<file path="src/rtl/pipe_regs_vr.sv">
// pipe_regs_vr: DEPTH-stage pipeline register with valid/ready flow control,
// per-stage flush and a registered occupancy count. Stage 0 faces the input,
// stage DEPTH-1 drives the output.
module pipe_regs_vr #(
    parameter int WIDTH      = 32,
    parameter int DEPTH      = 2,
    parameter bit CLEAR_DATA = 1'b1
) (
    input  logic                       clk,
    input  logic                       reset,
    input  logic                       in_valid,
    output logic                       in_ready,
    input  logic [WIDTH-1:0]           in_data,
    output logic                       out_valid,
    input  logic                       out_ready,
    output logic [WIDTH-1:0]           out_data,
    input  logic [DEPTH-1:0]           flush,
    output logic [$clog2(DEPTH+1)-1:0] count
);

    localparam int CW = $clog2(DEPTH+1);

    logic [DEPTH-1:0] v;
    logic [DEPTH-1:0] v_nxt;
    logic [DEPTH-1:0] ev;
    logic [DEPTH-1:0] src_v;
    logic [DEPTH-1:0] mv_in;
    logic [DEPTH-1:0] mv_out;
    logic [DEPTH:0]   r;
    logic [WIDTH-1:0] d     [DEPTH];
    logic [WIDTH-1:0] d_nxt [DEPTH];
    logic [WIDTH-1:0] src_d [DEPTH];
    logic [CW-1:0]    count_nxt;

    // Ready ripples back from the output; a stage is ready when empty,
    // flushed, or its successor is ready. Then the per-stage moves and next state.
    always_comb begin
        r        = '0;
        r[DEPTH] = out_ready;
        for (int k = DEPTH-1; k >= 0; k--) begin
            r[k] = ~v[k] | flush[k] | r[k+1];
        end

        ev       = v & ~flush;
        src_v    = '0;
        src_v[0] = in_valid;
        src_d[0] = in_data;
        for (int k = 1; k < DEPTH; k++) begin
            src_v[k] = ev[k-1];
            src_d[k] = d[k-1];
        end

        mv_in  = src_v & r[DEPTH-1:0];
        mv_out = ev & r[DEPTH:1];

        v_nxt     = v;
        count_nxt = '0;
        for (int k = 0; k < DEPTH; k++) begin
            d_nxt[k] = d[k];
            // A flushed stage drops even an item arriving this cycle; the
            // upstream handshake still completes.
            if (flush[k])
                v_nxt[k] = 1'b0;
            else if (mv_in[k])
                v_nxt[k] = 1'b1;
            else if (mv_out[k])
                v_nxt[k] = 1'b0;

            if (flush[k] && CLEAR_DATA)
                d_nxt[k] = '0;
            else if (mv_in[k])
                d_nxt[k] = src_d[k];

            count_nxt = count_nxt + CW'(v_nxt[k]);
        end
    end

    // Stage registers and occupancy count; reset empties and zeroes everything.
    always_ff @(posedge clk) begin
        if (reset) begin
            v     <= '0;
            count <= '0;
            for (int k = 0; k < DEPTH; k++) d[k] <= '0;
        end else begin
            v     <= v_nxt;
            count <= count_nxt;
            for (int k = 0; k < DEPTH; k++) d[k] <= d_nxt[k];
        end
    end

    assign in_ready  = r[0];
    assign out_valid = ev[DEPTH-1];
    assign out_data  = d[DEPTH-1];

endmodule

</file>
<file path="config.mk">
export PLATFORM = sky130hd
export DESIGN_NAME = pipe_regs_vr
export DESIGN_NICKNAME = d
export VERILOG_FILES = /design/src/rtl/pipe_regs_vr.sv
export SDC_FILE = /design/constraint.sdc
export NUM_CORES = 1
export LEC_CHECK = 0
export ABC_CLOCK_PERIOD_IN_PS = 3100
export BUFFER_PORTS_ARGS = -buffer_cell sky130_fd_sc_hd__buf_4
export CORE_ASPECT_RATIO = 1.75
export CORE_MARGIN = 3
export CORE_UTILIZATION = 50
export CTS_BUF_LIST = sky130_fd_sc_hd__clkbuf_2
export DETAILED_ROUTE_END_ITERATION = 12
export HOLD_SLACK_MARGIN = 0.1
export PLACE_DENSITY = 0.79
export REMOVE_ABC_BUFFERS = 1
export SYNTH_ARGS = -nofsm -noshare
export SYNTH_HDL_FRONTEND = slang
export SYNTH_SLANG_ARGS = --single-unit
</file>
<file path="constraint.sdc">
create_clock -name clk -period 3.1 [get_ports clk]
set_input_delay 0.62 -clock clk [delete_from_list [all_inputs] [get_ports clk]]
set_output_delay 0.62 -clock clk [all_outputs]
set_load 0.05 [all_outputs]
</file>
==> Word-level counts from Yosys, hierarchy flattened <==
Memories as Yosys holds them, arrays and structs flattened.
Index checks and enable logic that the tools add are counted.
Widths: inputs -> output; s select.
{ "totals": {"ff_bits": 4, "ram_bits": 64, "out_inout_bits": 36, "word_cells": 31, "memories": 1} }
{ "mem_list": {"columns": ["memory", "words", "word_bits", "read_ports", "rd_ports_with_merged_regs", "wr", "line_no", "text"], "rows": [
  ["d", 2, 32, 2, 0, 2, "30", "logic [WIDTH-1:0] d [DEPTH];"]
]} }
{ "classes": {"add_sub_neg": 1, "muxes": 15, "bitwise_logic": 12} }
{ "op_table": {"columns": ["cell", "count"], "rows": [
  ["$mux 32", 6],
  ["$mux 1", 9],
  ["$and 2x2->2", 3],
  ["$or 1x1->1", 6],
  ["$add 1x1->2", 1],
  ["$not 1->1", 2],
  ["$not 2->2", 1]
]} }

==> Depth between registers and ports, before layout <==
Gate-level depths: netlist (run 1).
{ "logic_depth": {"word_depth": 8, "ltp_mapped": 5} }

==> Worst setup path after synthesis (run 1) <==
OpenSTA, ideal clock, no wires.
{ "synth_timing": {"path_type": "input to output", "start": "input port flush[0]", "end": "output port in_ready", "arrival_ps": 1510, "required_time_ps": 2480, "setup_slack_ps": 970, "stages": 4, "path_cell_list": "nor2b_1 buf_2 buf_1 nand2_1"} }
{ "synth_between": {"elab_chain_cells": 2} }
{ "synth_rtl": {"columns": ["item", "line_no", "text"], "rows": [
  ["start: declaration", "17", "input logic [DEPTH-1:0] flush,"],
  ["$or 1x1->1 (2 in series)", "41", "r[k] = ~v[k] | flush[k] | r[k+1];"],
  ["end: declaration", "12", "output logic in_ready,"]
]} }
Every way passes these cells.

==> Final worst setup path (run 1) <==
{ "layout_timing": {"start": "register v[1]", "end": "output port in_ready"} }
{ "layout_between": {"elab_chain_cells": 4} }
{ "layout_rtl": {"columns": ["item", "line_no", "text"], "rows": [
  ["start: declaration", "23", "logic [DEPTH-1:0] v;"],
  ["start signal: assignment", "85", "v <= v_nxt;"],
  ["$not 1->1", "41", null],
  ["$or 1x1->1 (3 in series)", "41", null]
]} }
Every way passes these cells.

==> reports/metrics.yaml, run 1 <==
outcome:
  status: "complete, no violations"
sta:
  final-setup-viol-count: 0
  layout_min_cycle_time_ns: 2.42
  worst_case_setup_margin_in_the_final_layout_ns: 0.683
  fmax_mhz: 414
  worst_slew_margin_rel: 0.252
  timing_worst_slew_pin_value_ns: 1.12
  number_of_pins_exceeding_their_max_slew_limit_in_the_final_report: 0
  fin_worst_hold_slack_ns: 0.341
  fin_skew_ns: 0.0286
  report.final.hold_viol_count: 0
  grt_setup_unrepaired: "no"
  setup_total_negative_slack_ns: 0
  fraction_of_the_cycle_the_final_worst_path_needs: 0.780
global_route:
  globalRouteOverflowTotal: 0
  via_count_of_the_first_global_routing_pass: 2232
  grt_start_max_net_pins: 39
  globalRouteTotalUtil: 0.193
  number_of_antenna_violations_at_the_first_check_in_global_routing: 0
  grt_pass1_wl_mm: 10.1
worst_setup_path:
  setup.worst_path.class: "reg -> out"
  timing.critical_path.arrival_ns: 1.80
  r2r_start: "v[1]$_SDFF_PP0_"
  timing.critical_path.mode_cell: "buf_4"
  crit_required_ns: 2.48
  critical_path.max_fanout: 17
  cp_peak_stage_delay_ns: 0.42
  crit_chain: "nor3b_4 > buf_4 > nand2_1 > buf_4"
  timing.critical_path.to_type: "output pin"
  standard_cell_with_the_maximum_stage_delay_on_the_critical_path: "dfxtp_1"
  worst_setup_path_start_kind: "flip-flop"
  worst_setup_path_startpoint: "v[1]$_SDFF_PP0_"
route:
  post_route_drc_violation_count: 0
  vias_per_cell: 5.28
  dr.first_iter.drc_count: 108
  drt_pre_antenna_iters: 4
  wl_per_cell_um: 14.1
  vias: 2365
  ant_nets: 0
  route.final.wire_length_mm: 6.32
yosys:
  yosysWarningCount: 0
  yosys.area.top_type: "dfxtp_1"
  yosys.cell_count.top_type: "dfxtp_1"
  top_reg_cell_synth: "dfxtp_1"
  synth_area_leaders: "dfxtp_1, mux2i_1, nand2_1, buf_4, a21oi_1"
  synth_commonest_cells: "dfxtp_1, nand2_1, a21oi_1"
  share_of_flip_flops_with_an_asynchronous_set_or_reset: 0
  synth.distinct_cells: 23
  yosys_register_bits: 68
  synth_top_area_frac: 0.467
  mean_cell_area_of_the_mapped_netlist_um2: 8.65
  ys_seq_area_frac: 0.467
  number_of_enable_type_register_cells_in_the_synthesized_netlist: 0
  netlist_area_um2: 2910
  syn-instance-count: 337
clock_tree:
  clock_tree_from_tritoncts: "built"
  max-clock-path-buffers: 2
  post_cts_resize_count: 0
  cts_setup_buffers: 0
  cts-hold-fix-buffers: 0
  h-tree-depth: 3
  cts_sinks: 68
  clk_pin_slew_worst_paths_ns: 0.16
  cts_bufs_inserted: 9
  worst_skew_pair_latency_ns: 0.50
  cts-root-buf: "clkbuf_2"
place:
  dpl.cell_count: 433
  place.gp.congestion: 0.765
  number_of_buffers_inserted_by_port_buffering: 73
  detailed_place.area_um2: 3250
  detailed_placement_hpwl_mm: 4.17
  dpl_worst_slack_ns: 0.822
power_and_ir_drop:
  p_per_area_nw_per_um2: 446
  peakVddDrop_mv: 0.253
  finalPower_mw: 1.49
  static_leakage_nw: 1.36
min_path:
  hold_path.startpoint: "flush[0]"
  hold_class: "in -> reg"
floorplan:
  fp.dieW_um: 63.7
  io_pins: 74
  die-area_um2: 6820
  initial_standard_cell_utilization_of_the_core: 0.522
  placement_rows: 36
  vert_die_dim_um: 107
  core_region_area_um2: 5590
cells_and_area:
  design.final.nets: 407
  finalCoreUtilization: 0.600
  post-route-cell-area_um2: 3350
  finalNonFillerCells: 448
  insertedDiodeCount: 0
  area_delta_synth_final_pct: 14.9
  final_layout_size_suffix_gt1_frac: 0.263
run:
  drv_cap: 0
logic make-up (layout without fill, tap and decap cells):
kind of cell,count (synthesis),in the layout,synth area share
buffers and inverters,59,94,0.128
adder cells (fa/ha/maj),1,1,0.00429
multiplexers,32,32,0.110
AO/OA/AOI/OAI,67,67,0.120
AND/OR/NAND/NOR,110,110,0.170
flip-flops,68,68,0.467
layout by cell type, fill, tap and decap left out, drive strengths merged, types with 2 or more instances in the layout:
cell type | Yosys | layout
nor2b | 5 | 5
nor2 | 2 | 2
mux2i | 32 | 32
a21oi | 34 | 34
buf | 43 | 79
clkbuf | 16 | 9
nand2 | 65 | 65
nand3 | 32 | 32
clkinv | 0 | 4
dfxtp | 68 | 68
nand2b | 2 | 2
o21ai | 32 | 32
sequential cells by signal, indices dropped and copies added, names as in the netlist:
signal  cells
count       2
d          64
v           2
power breakdown:
| part | internal (mW) | total [mW] | switching, mW | leakage (nW) |
|---|---|---|---|---|
| registers | 0.891 | 0.899 | 0.00790 | 0.551 |
| clock network | 0.175 | 0.470 | 0.295 | 0.0650 |
| logic | 0.0583 | 0.124 | 0.0656 | 0.745 |
| total | 1.12 | 1.49 | 0.368 | 1.36 |
final timing paths:
check	endpoint	slack [ns]	cells after the start
hold / removal	v[0]$_SDFF_PP0_	0.34	2
setup reg to reg	d[0][20]$_SDFFE_PP0P_	1.30	4
hold reg to reg	d[0][43]$_SDFFE_PP0P_	0.45	2
setup / recovery	in_ready	0.68	4
layout make-up:
cell class                      count  area, um2
Clock inverter                      6       56.3
Timing Repair Buffer               79        606
Sequential cell                    68       1360
Multi-Input combinational cell    210       1190
Clock buffer                        9       45.0
Tap cell                           76       95.1
Fill cell                         585       2240
layer usage:
metal / GRT usage / part of all wire / up-vias
met5: 0 / 0 / -
met4: 0.117 / 0.027 / 0
met3: 0.0377 / 0.050 / 11
met2: 0.334 / 0.56 / 71
met1: 0.213 / 0.37 / 1122
li1: - / - / 1161
critical path: cells and delay by family, from the launching register on:
family	cells	cell delay, ns
buf+inv	2	0.47
flops	1	0.42
simple gates	2	0.42
Power figures use the tool's default switching activity.
==> inputs of run 2 (changes only) <==
--- a/config.mk
+++ b/config.mk
@@ -5,7 +5,8 @@
 export SDC_FILE = /design/constraint.sdc
 export NUM_CORES = 1
 export LEC_CHECK = 0
-export ABC_CLOCK_PERIOD_IN_PS = 3100
+export ABC_AREA = 1
+export ABC_CLOCK_PERIOD_IN_PS = 2390
 export BUFFER_PORTS_ARGS = -buffer_cell sky130_fd_sc_hd__buf_4
 export CORE_ASPECT_RATIO = 1.75
 export CORE_MARGIN = 3
==> constraint.sdc (replaced) <==
create_clock -name clk -period 2.39 [get_ports clk]
set_input_delay 0.478 -clock clk [delete_from_list [all_inputs] [get_ports clk]]
set_output_delay 0.478 -clock clk [all_outputs]
set_load 0.05 [all_outputs]
==> reports/metrics.yaml, run 2 <==
cells_and_area:
  finalNonFillerCells: 517  # was 448
  flip_flop_count_of_the_largest_register_all_copies_and_words_added: 64  # unchanged
  insertedDiodeCount: 0  # unchanged
  final.fill_count: 586  # was 585
  area_delta_synth_final_pct: 14.3  # was 14.9%
  finalCoreUtilization: 0.601  # was 0.600
  final_layout_size_suffix_gt1_frac: 0.245  # was 0.263
  design.final.nets: 476  # was 407
  layout_commonest_cell: "nor2_1"  # was buf_4
  largestRegisters: "d x64, count x2, v x2"  # unchanged
  layout.cells.most_common_list: "nor2_1, buf_4, dfxtp_1, inv_1, nand2_1"  # was buf_4, dfxtp_1, nand2_1, a21oi_1
  largest-register: "d"  # unchanged
sta:
  final-setup-viol-count: 0  # unchanged
  fraction_of_the_cycle_the_final_worst_path_needs: 0.743
  layout_min_cycle_time_ns: 1.78
  worst_slew_margin_rel: 0.555  # was 0.252
  fin_skew_ns: 0.0158  # was 0.0286 ns
  report.final.hold_viol_count: 0  # unchanged
  fmax_mhz: 563
  number_of_pins_exceeding_their_max_slew_limit_in_the_final_report: 0  # unchanged
  timing_worst_slew_pin_value_ns: 0.667  # was 1.12 ns
  grt_setup_unrepaired: "no"  # unchanged
clock_tree:
  post_cts_resize_count: 0  # unchanged
  cts-hold-fix-buffers: 0  # unchanged
  worst_skew_pair_latency_ns: 0.47  # was 0.50 ns
  cts_bufs_inserted: 9  # unchanged
  cts-root-buf: "clkbuf_2"  # unchanged
  cts_setup_buffers: 0  # unchanged
  clock_tree_from_tritoncts: "built"  # unchanged
  cts_sinks: 68  # unchanged
  clk_pin_slew_worst_paths_ns: 0.18  # was 0.16 ns
  max-clock-path-buffers: 2  # unchanged
  h-tree-depth: 3  # unchanged
place:
  place.gp.congestion: 0.788  # was 0.765
  detailed_placement_hpwl_mm: 4.25  # was 4.17 mm
  number_of_buffers_inserted_by_port_buffering: 73  # unchanged
  dpl.cell_count: 502  # was 433
global_route:
  globalRouteTotalUtil: 0.185  # was 0.193
  via_count_of_the_first_global_routing_pass: 2411  # was 2232
  grt_pass1_wl_mm: 10.0  # was 10.1 mm
  grt_start_max_net_pins: 67  # was 39
  number_of_antenna_violations_at_the_first_check_in_global_routing: 0  # unchanged
  globalRouteOverflowTotal: 0  # unchanged
worst_setup_path:
  ff2ff_path_depth: 8  # was 4
  worst_setup_path_start_kind: "flip-flop"  # unchanged
  reg2reg_setup_slack_ns: 0.69  # was 1.30 ns
  crit_required_ns: 1.91  # was 2.48 ns
  r2r_start: "v[0]$_SDFF_PP0_"  # was v[1]$_SDFF_PP0_
  timing.critical_path.to_type: "output pin"  # unchanged
  timing.critical_path.arrival_ns: 1.30  # was 1.80 ns
  setup.worst_path.class: "reg -> out"  # unchanged
  critical_path.max_fanout: 3  # was 17
  worst_r2r_endpoint: "count[0]$_SDFF_PP0_"  # was d[0][20]$_SDFFE_PP0P_
route:
  route.final.wire_length_mm: 6.20  # was 6.32 mm
  drt_pre_antenna_iters: 4  # unchanged
  vias: 2500  # was 2365
  dr.first_iter.drc_count: 117  # was 108
  vias_per_cell: 4.84  # was 5.28
  post_route_drc_violation_count: 0  # unchanged
  wl_per_cell_um: 12.0  # was 14.1 um
  ant_nets: 0  # unchanged
floorplan:
  core_region_area_um2: 5680  # was 5590 um2
  fp.dieW_um: 64.4  # was 63.7 um
  vert_die_dim_um: 108  # was 107 um
  placement_rows: 36  # unchanged
  die-area_um2: 6960  # was 6820 um2
  io_pins: 74  # unchanged
  initial_standard_cell_utilization_of_the_core: 0.526  # was 0.522
yosys:
  synth_commonest_cells: "nor2_1, dfxtp_1, inv_1, nand2_1"  # was dfxtp_1, nand2_1, a21oi_1
  ys_seq_area_frac: 0.456  # was 0.467
  yosys.area.top_type: "dfxtp_1"  # unchanged
  synth.distinct_cells: 18  # was 23
  top_reg_cell_synth: "dfxtp_1"  # unchanged
  yosys.cell_count.top_type: "nor2_1"  # was dfxtp_1
  yosys.area_share.simple: 0.240  # was 0.170
  mean_cell_area_of_the_mapped_netlist_um2: 7.35  # was 8.65 um2
  yosysWarningCount: 0  # unchanged
  synth.mux.area_fraction: 0  # was 0.110
  syn-instance-count: 406  # was 337
  netlist_area_um2: 2980  # was 2910 um2
  synth_top_family_by_area: "simple AND/OR/NAND/NOR gates"  # unchanged
  area_share_of_fa_ha_maj_cells_after_synthesis: 0.00419  # was 0.00429
  number_of_enable_type_register_cells_in_the_synthesized_netlist: 0  # unchanged
  synth_top_area_frac: 0.456  # was 0.467
  synth_area_leaders: "dfxtp_1, nor2_1, buf_4, nand3_1, o21ai_0"  # was dfxtp_1, mux2i_1, nand2_1, buf_4, a21oi_1
  share_of_flip_flops_with_an_asynchronous_set_or_reset: 0  # unchanged
  yosys_register_bits: 68  # unchanged
  compound_gate_portion_of_the_synthesized_area: 0.120  # about the same
  synth_xor_area_frac: 0  # unchanged
min_path:
  min_path_cells: 2  # unchanged
  hold-path-endpoint: "v[1]$_SDFF_PP0_"  # was v[0]$_SDFF_PP0_
  hold_path.startpoint: "reset"  # was flush[0]
  hold_class: "in -> reg"  # unchanged
outcome:
  status: "complete, no violations"  # unchanged
power_and_ir_drop:
  finalPower_mw: 2.15  # was 1.49 mW
  peakVddDrop_mv: 0.423  # was 0.253 mV
  p_per_area_nw_per_um2: 631  # was 446 nW/um2
  static_leakage_nw: 1.60  # was 1.36 nW
run:
  drv_cap: 0  # unchanged
-- run 2: worst max-delay path by stage --
stage,slack (ns),to,startpoint,depth (start not counted)
4_1_cts,0.55,in_ready,v[0]$_SDFF_PP0_,4
6_report,0.61,in_ready,v[0]$_SDFF_PP0_,4
2_1_floorplan,-0.13,count[0]$_SDFF_PP0_,flush[1],6
3_3_place_gp,0.52,count[0]$_SDFF_PP0_,flush[0],8
5_1_grt,0.49,in_ready,v[0]$_SDFF_PP0_,4
3_5_place_dp,0.51,count[0]$_SDFF_PP0_,flush[0],8
-- run 2: per-stage QoR --
stage | worst slack (ns) | TNS, ns | hold WS [ns] | cell area (um2)
floorplan | -0.126 | -0.135 | 0.446 | 2600
global placement | 0.522 | 0 | 0.455 | 3280
detailed placement | 0.508 | 0 | 0.466 | 3280
CTS | 0.545 | 0 | 0.141 | 3410
global route | 0.491 | 0 | 0.154 | 3410
finish | 0.614 | 0 | 0.192 | 3410
-- run 2: routing by layer --
metal	vias to the layer above	global-route usage	wire length [um]
met5	-	0	0
met4	0	0.112	234
met3	17	0.0385	231
met2	60	0.357	3390
met1	1135	0.173	2340
li1	1288	-	-
-- run 2: logic make-up (layout without fill, tap and decap cells) --
logic type	after synthesis	count (layout)
AO/OA/AOI/OAI	66	66
adder cells (fa/ha/maj)	1	1
buffers and inverters	98	133
flip-flops	68	68
AND/OR/NAND/NOR	173	173
-- run 2: cell type report --
cell class / instances / area (um2) / share of cell area
Clock inverter: 5 / 77.6 / 0.0228
Sequential cell: 68 / 1360 / 0.399
Multi-Input combinational cell: 240 / 1090 / 0.320
Clock buffer: 10 / 50.0 / 0.0147
Tap cell: 76 / 95.1 / 0.0279
Timing Repair Buffer: 78 / 586 / 0.172
Inverter: 40 / 150 / 0.0440
-- run 2: critical path: stages, from the launching register on --
cell,delay [ns]
dfxtp_1,0.35
inv_1,0.07
nor2_4,0.12
nand3_2,0.09
buf_4,0.20
-- run 2: power breakdown --
part / switching, mW / total, mW / internal (mW)
registers: 0.0159 / 1.18 / 1.17
logic: 0.140 / 0.244 / 0.104
clock network: 0.383 / 0.725 / 0.342
total: 0.539 / 2.15 / 1.61
==> inputs of run 3 (changes only) <==
--- a/config.mk
+++ b/config.mk
@@ -5,8 +5,8 @@
 export SDC_FILE = /design/constraint.sdc
 export NUM_CORES = 1
 export LEC_CHECK = 0
-export ABC_AREA = 1
-export ABC_CLOCK_PERIOD_IN_PS = 2390
+export ABC_AREA = 0
+export ABC_CLOCK_PERIOD_IN_PS = 1700
 export BUFFER_PORTS_ARGS = -buffer_cell sky130_fd_sc_hd__buf_4
 export CORE_ASPECT_RATIO = 1.75
 export CORE_MARGIN = 3
==> constraint.sdc (replaced) <==
create_clock -name clk -period 1.7 [get_ports clk]
set_input_delay 0.34 -clock clk [delete_from_list [all_inputs] [get_ports clk]]
set_output_delay 0.34 -clock clk [all_outputs]
set_load 0.05 [all_outputs]
==> reports/metrics.yaml, run 3 (synthesis gave the netlist of run 1 again) <==
worst_setup_path:
  timing.critical_path.to_type: "output pin"  # unchanged
  r2r_start: "v[1]$_SDFF_PP0_"  # was v[0]$_SDFF_PP0_
  crit_path_end: "in_ready"  # unchanged
  ff2ff_path_depth: 6  # was 8
  critPathBufInv: 1  # was 2
  crit_chain: "nor3b_4 > nand2_2 > buf_6"  # was inv_1 > nor2_4 > nand3_2 > buf_4
  critical_path_cell_count: 3  # was 4
  crit_family: "flip-flops"  # unchanged
  setup.worst_path.class: "reg -> out"  # unchanged
  critical_path.max_fanout: 2  # was 3
  worst_setup_path_start_kind: "flip-flop"  # unchanged
  worst_setup_path_startpoint: "v[1]$_SDFF_PP0_"  # was v[0]$_SDFF_PP0_
  crit_required_ns: 1.36  # was 1.91 ns
  reg2reg_setup_slack_ns: 0.29  # was 0.69 ns
  timing.critical_path.arrival_ns: 1.34  # was 1.30 ns
  cp_peak_stage_delay_ns: 0.37  # was 0.35 ns
  standard_cell_with_the_maximum_stage_delay_on_the_critical_path: "dfxtp_2"  # was dfxtp_1
  worst_r2r_endpoint: "count[0]$_SDFF_PP0_"  # unchanged
sta:
  grt_setup_unrepaired: "yes"  # was no
  timing_worst_slew_pin_value_ns: 0.657  # was 0.667 ns
  layout_min_cycle_time_ns: 1.68
  number_of_pins_exceeding_their_max_slew_limit_in_the_final_report: 0  # unchanged
  fin_skew_ns: 0.0230  # was 0.0158 ns
  worst_slew_margin_rel: 0.562  # was 0.555
  final-setup-viol-count: 0  # unchanged
  setup_total_negative_slack_ns: 0  # unchanged
  report.final.hold_viol_count: 0  # unchanged
  fmax_mhz: 595
  worst_case_setup_margin_in_the_final_layout_ns: 0.0184  # was 0.614 ns
  fraction_of_the_cycle_the_final_worst_path_needs: 0.989
power_and_ir_drop:
  power_report.internal_total_mw: 2.13  # was 1.61 mW
  power.net_switching_uw: 743  # was 539 uW
  share_comb_of_total_power: 0.108  # was 0.113
  static_leakage_nw: 1.57  # was 1.60 nW
  p_sw_frac: 0.259  # was 0.250
  seq_power_share: 0.571  # was 0.550
  p_per_area_nw_per_um2: 750  # was 631 nW/um2
  finalPower_mw: 2.87  # was 2.15 mW
  power.clock.fraction: 0.321  # was 0.337
  peakVddDrop_mv: 0.502  # was 0.423 mV
route:
  post_route_drc_violation_count: 0  # unchanged
  ant_nets: 0  # unchanged
  dr.first_iter.drc_count: 140  # was 117
  drt_pre_antenna_iters: 4  # unchanged
  route.final.wire_length_mm: 6.92  # was 6.20 mm
  vias_per_cell: 5.13  # was 4.84
  wl_per_cell_um: 14.0  # was 12.0 um
  vias: 2539  # was 2500
run:
  drv_cap: 0  # unchanged
clock_tree:
  clk_pin_slew_worst_paths_ns: 0.17  # was 0.18 ns
  cts-root-buf: "clkbuf_2"  # unchanged
  cts_bufs_inserted: 9  # unchanged
  h-tree-depth: 3  # unchanged
  cts_sinks: 68  # unchanged
  worst_skew_pair_latency_ns: 0.52  # was 0.47 ns
  clock_tree_from_tritoncts: "built"  # unchanged
  max-clock-path-buffers: 2  # unchanged
global_route:
  globalRouteTotalUtil: 0.214  # was 0.185
  number_of_antenna_violations_at_the_first_check_in_global_routing: 0  # unchanged
  grt_start_max_net_pins: 43  # was 67
  via_count_of_the_first_global_routing_pass: 2553  # was 2411
  grt_pass1_wl_mm: 11.4  # was 10.0 mm
  globalRouteOverflowTotal: 0  # unchanged
place:
  dpl_worst_slack_ns: 0.142  # was 0.508 ns
  detailed_place.area_um2: 3280  # about the same
  number_of_buffers_inserted_by_port_buffering: 73  # unchanged
  place.gp.congestion: 0.763  # was 0.788
  detailed_placement_hpwl_mm: 4.37  # was 4.25 mm
outcome:
  status: "complete, no violations"  # unchanged
cells_and_area:
  largestRegisters: "d x64, count x2, v x2"  # unchanged
  post-route-cell-area_um2: 3820  # was 3410 um2
  layout_commonest_cell: "buf_4"  # was nor2_1
  largest-register: "d"  # unchanged
  flip_flop_count_of_the_largest_register_all_copies_and_words_added: 64  # unchanged
  area_delta_synth_final_pct: 31.3  # was 14.3%
  final_layout_size_suffix_gt1_frac: 0.273  # was 0.245
  layout.cells.most_common_list: "buf_4, dfxtp_1, nand2_1, dlygate4sd3_1, a21oi_1"  # was nor2_1, buf_4, dfxtp_1, inv_1, nand2_1
  finalCoreUtilization: 0.685  # was 0.601
  design.final.nets: 452  # was 476
floorplan:
  die-area_um2: 6820  # was 6960 um2
  fp.dieW_um: 63.7  # was 64.4 um
  vert_die_dim_um: 107  # was 108 um
  placement_rows: 36  # unchanged
  core_region_area_um2: 5590  # was 5680 um2
  initial_standard_cell_utilization_of_the_core: 0.522  # was 0.526
  io_pins: 74  # unchanged
min_path:
  hold_class: "in -> reg"  # unchanged
run 3: layout make-up:
cell class,count,area (um2)
fill,459,1760
sequential,68,1360
antenna,1,2.50
timing repair buffer,124,1050
clock inverter,7,67.6
tap,76,95.1
clock buffer,9,45.0
multi-input combinational,210,1200
run 3: power groups by stage:
| stage | Clock [mW] | Combinational (mW) | Sequential [mW] |
|---|---|---|---|
| 6_report | 0.920 | 0.310 | 1.64 |
| 5_1_grt | 0.988 | 0.333 | 1.64 |
| 4_1_cts | 0.925 | 0.303 | 1.64 |
| 3_5_place_dp | 0 | 0.235 | 1.67 |
| 3_3_place_gp | 0 | 0.230 | 1.67 |
| 2_1_floorplan | 0 | 0.103 | 1.68 |
run 3: how the worst min path moves through the flow:
stage                                     start  slack (ns)  depth (start not counted)               endpoint
after floorplan                           reset        0.41                          1    count[0]$_SDFF_PP0_
after global placement    d[0][11]$_SDFFE_PP0P_        0.44                          2  d[0][11]$_SDFFE_PP0P_
after detailed placement  d[0][13]$_SDFFE_PP0P_        0.45                          2  d[0][13]$_SDFFE_PP0P_
after CTS                              flush[1]        0.12                          3        v[1]$_SDFF_PP0_
after global routing                   flush[1]        0.15                          3        v[1]$_SDFF_PP0_
final                                  flush[1]        0.17                          3        v[1]$_SDFF_PP0_
run 3: tightest hold or removal path, stage by stage:
cell	delay, ns
buf_4	0.12
a21oi_1	0.07
nor2b_1	0.13
run 3: stage by stage:
stage               hold slack [ns]  std cells
finish                        0.169        495
floorplan                     0.412        278
detailed placement            0.449        436
global route                  0.147        494
global placement              0.442        436
CTS                           0.124        491
run 3: timing repair:
| item | in CTS | in global routing |
|---|---|---|
| endpoints found under the setup margin | 1 | 4 |
| pin swaps | 0 | 1 |
| hold endpoints to repair | 36 | 0 |
| resized for setup | 5 | 3 |
| hold buffers | 35 | 0 |
| gates cloned | 0 | 0 |
| setup buffers | 4 | 3 |
run 3: routing by layer:
metal,vias to the layer above,GRT usage,share of wire
met5,-,0,0
met4,0,0.155,0.036
met3,18,0.0461,0.042
met2,78,0.353,0.52
met1,1190,0.240,0.40
li1,1253,-,-
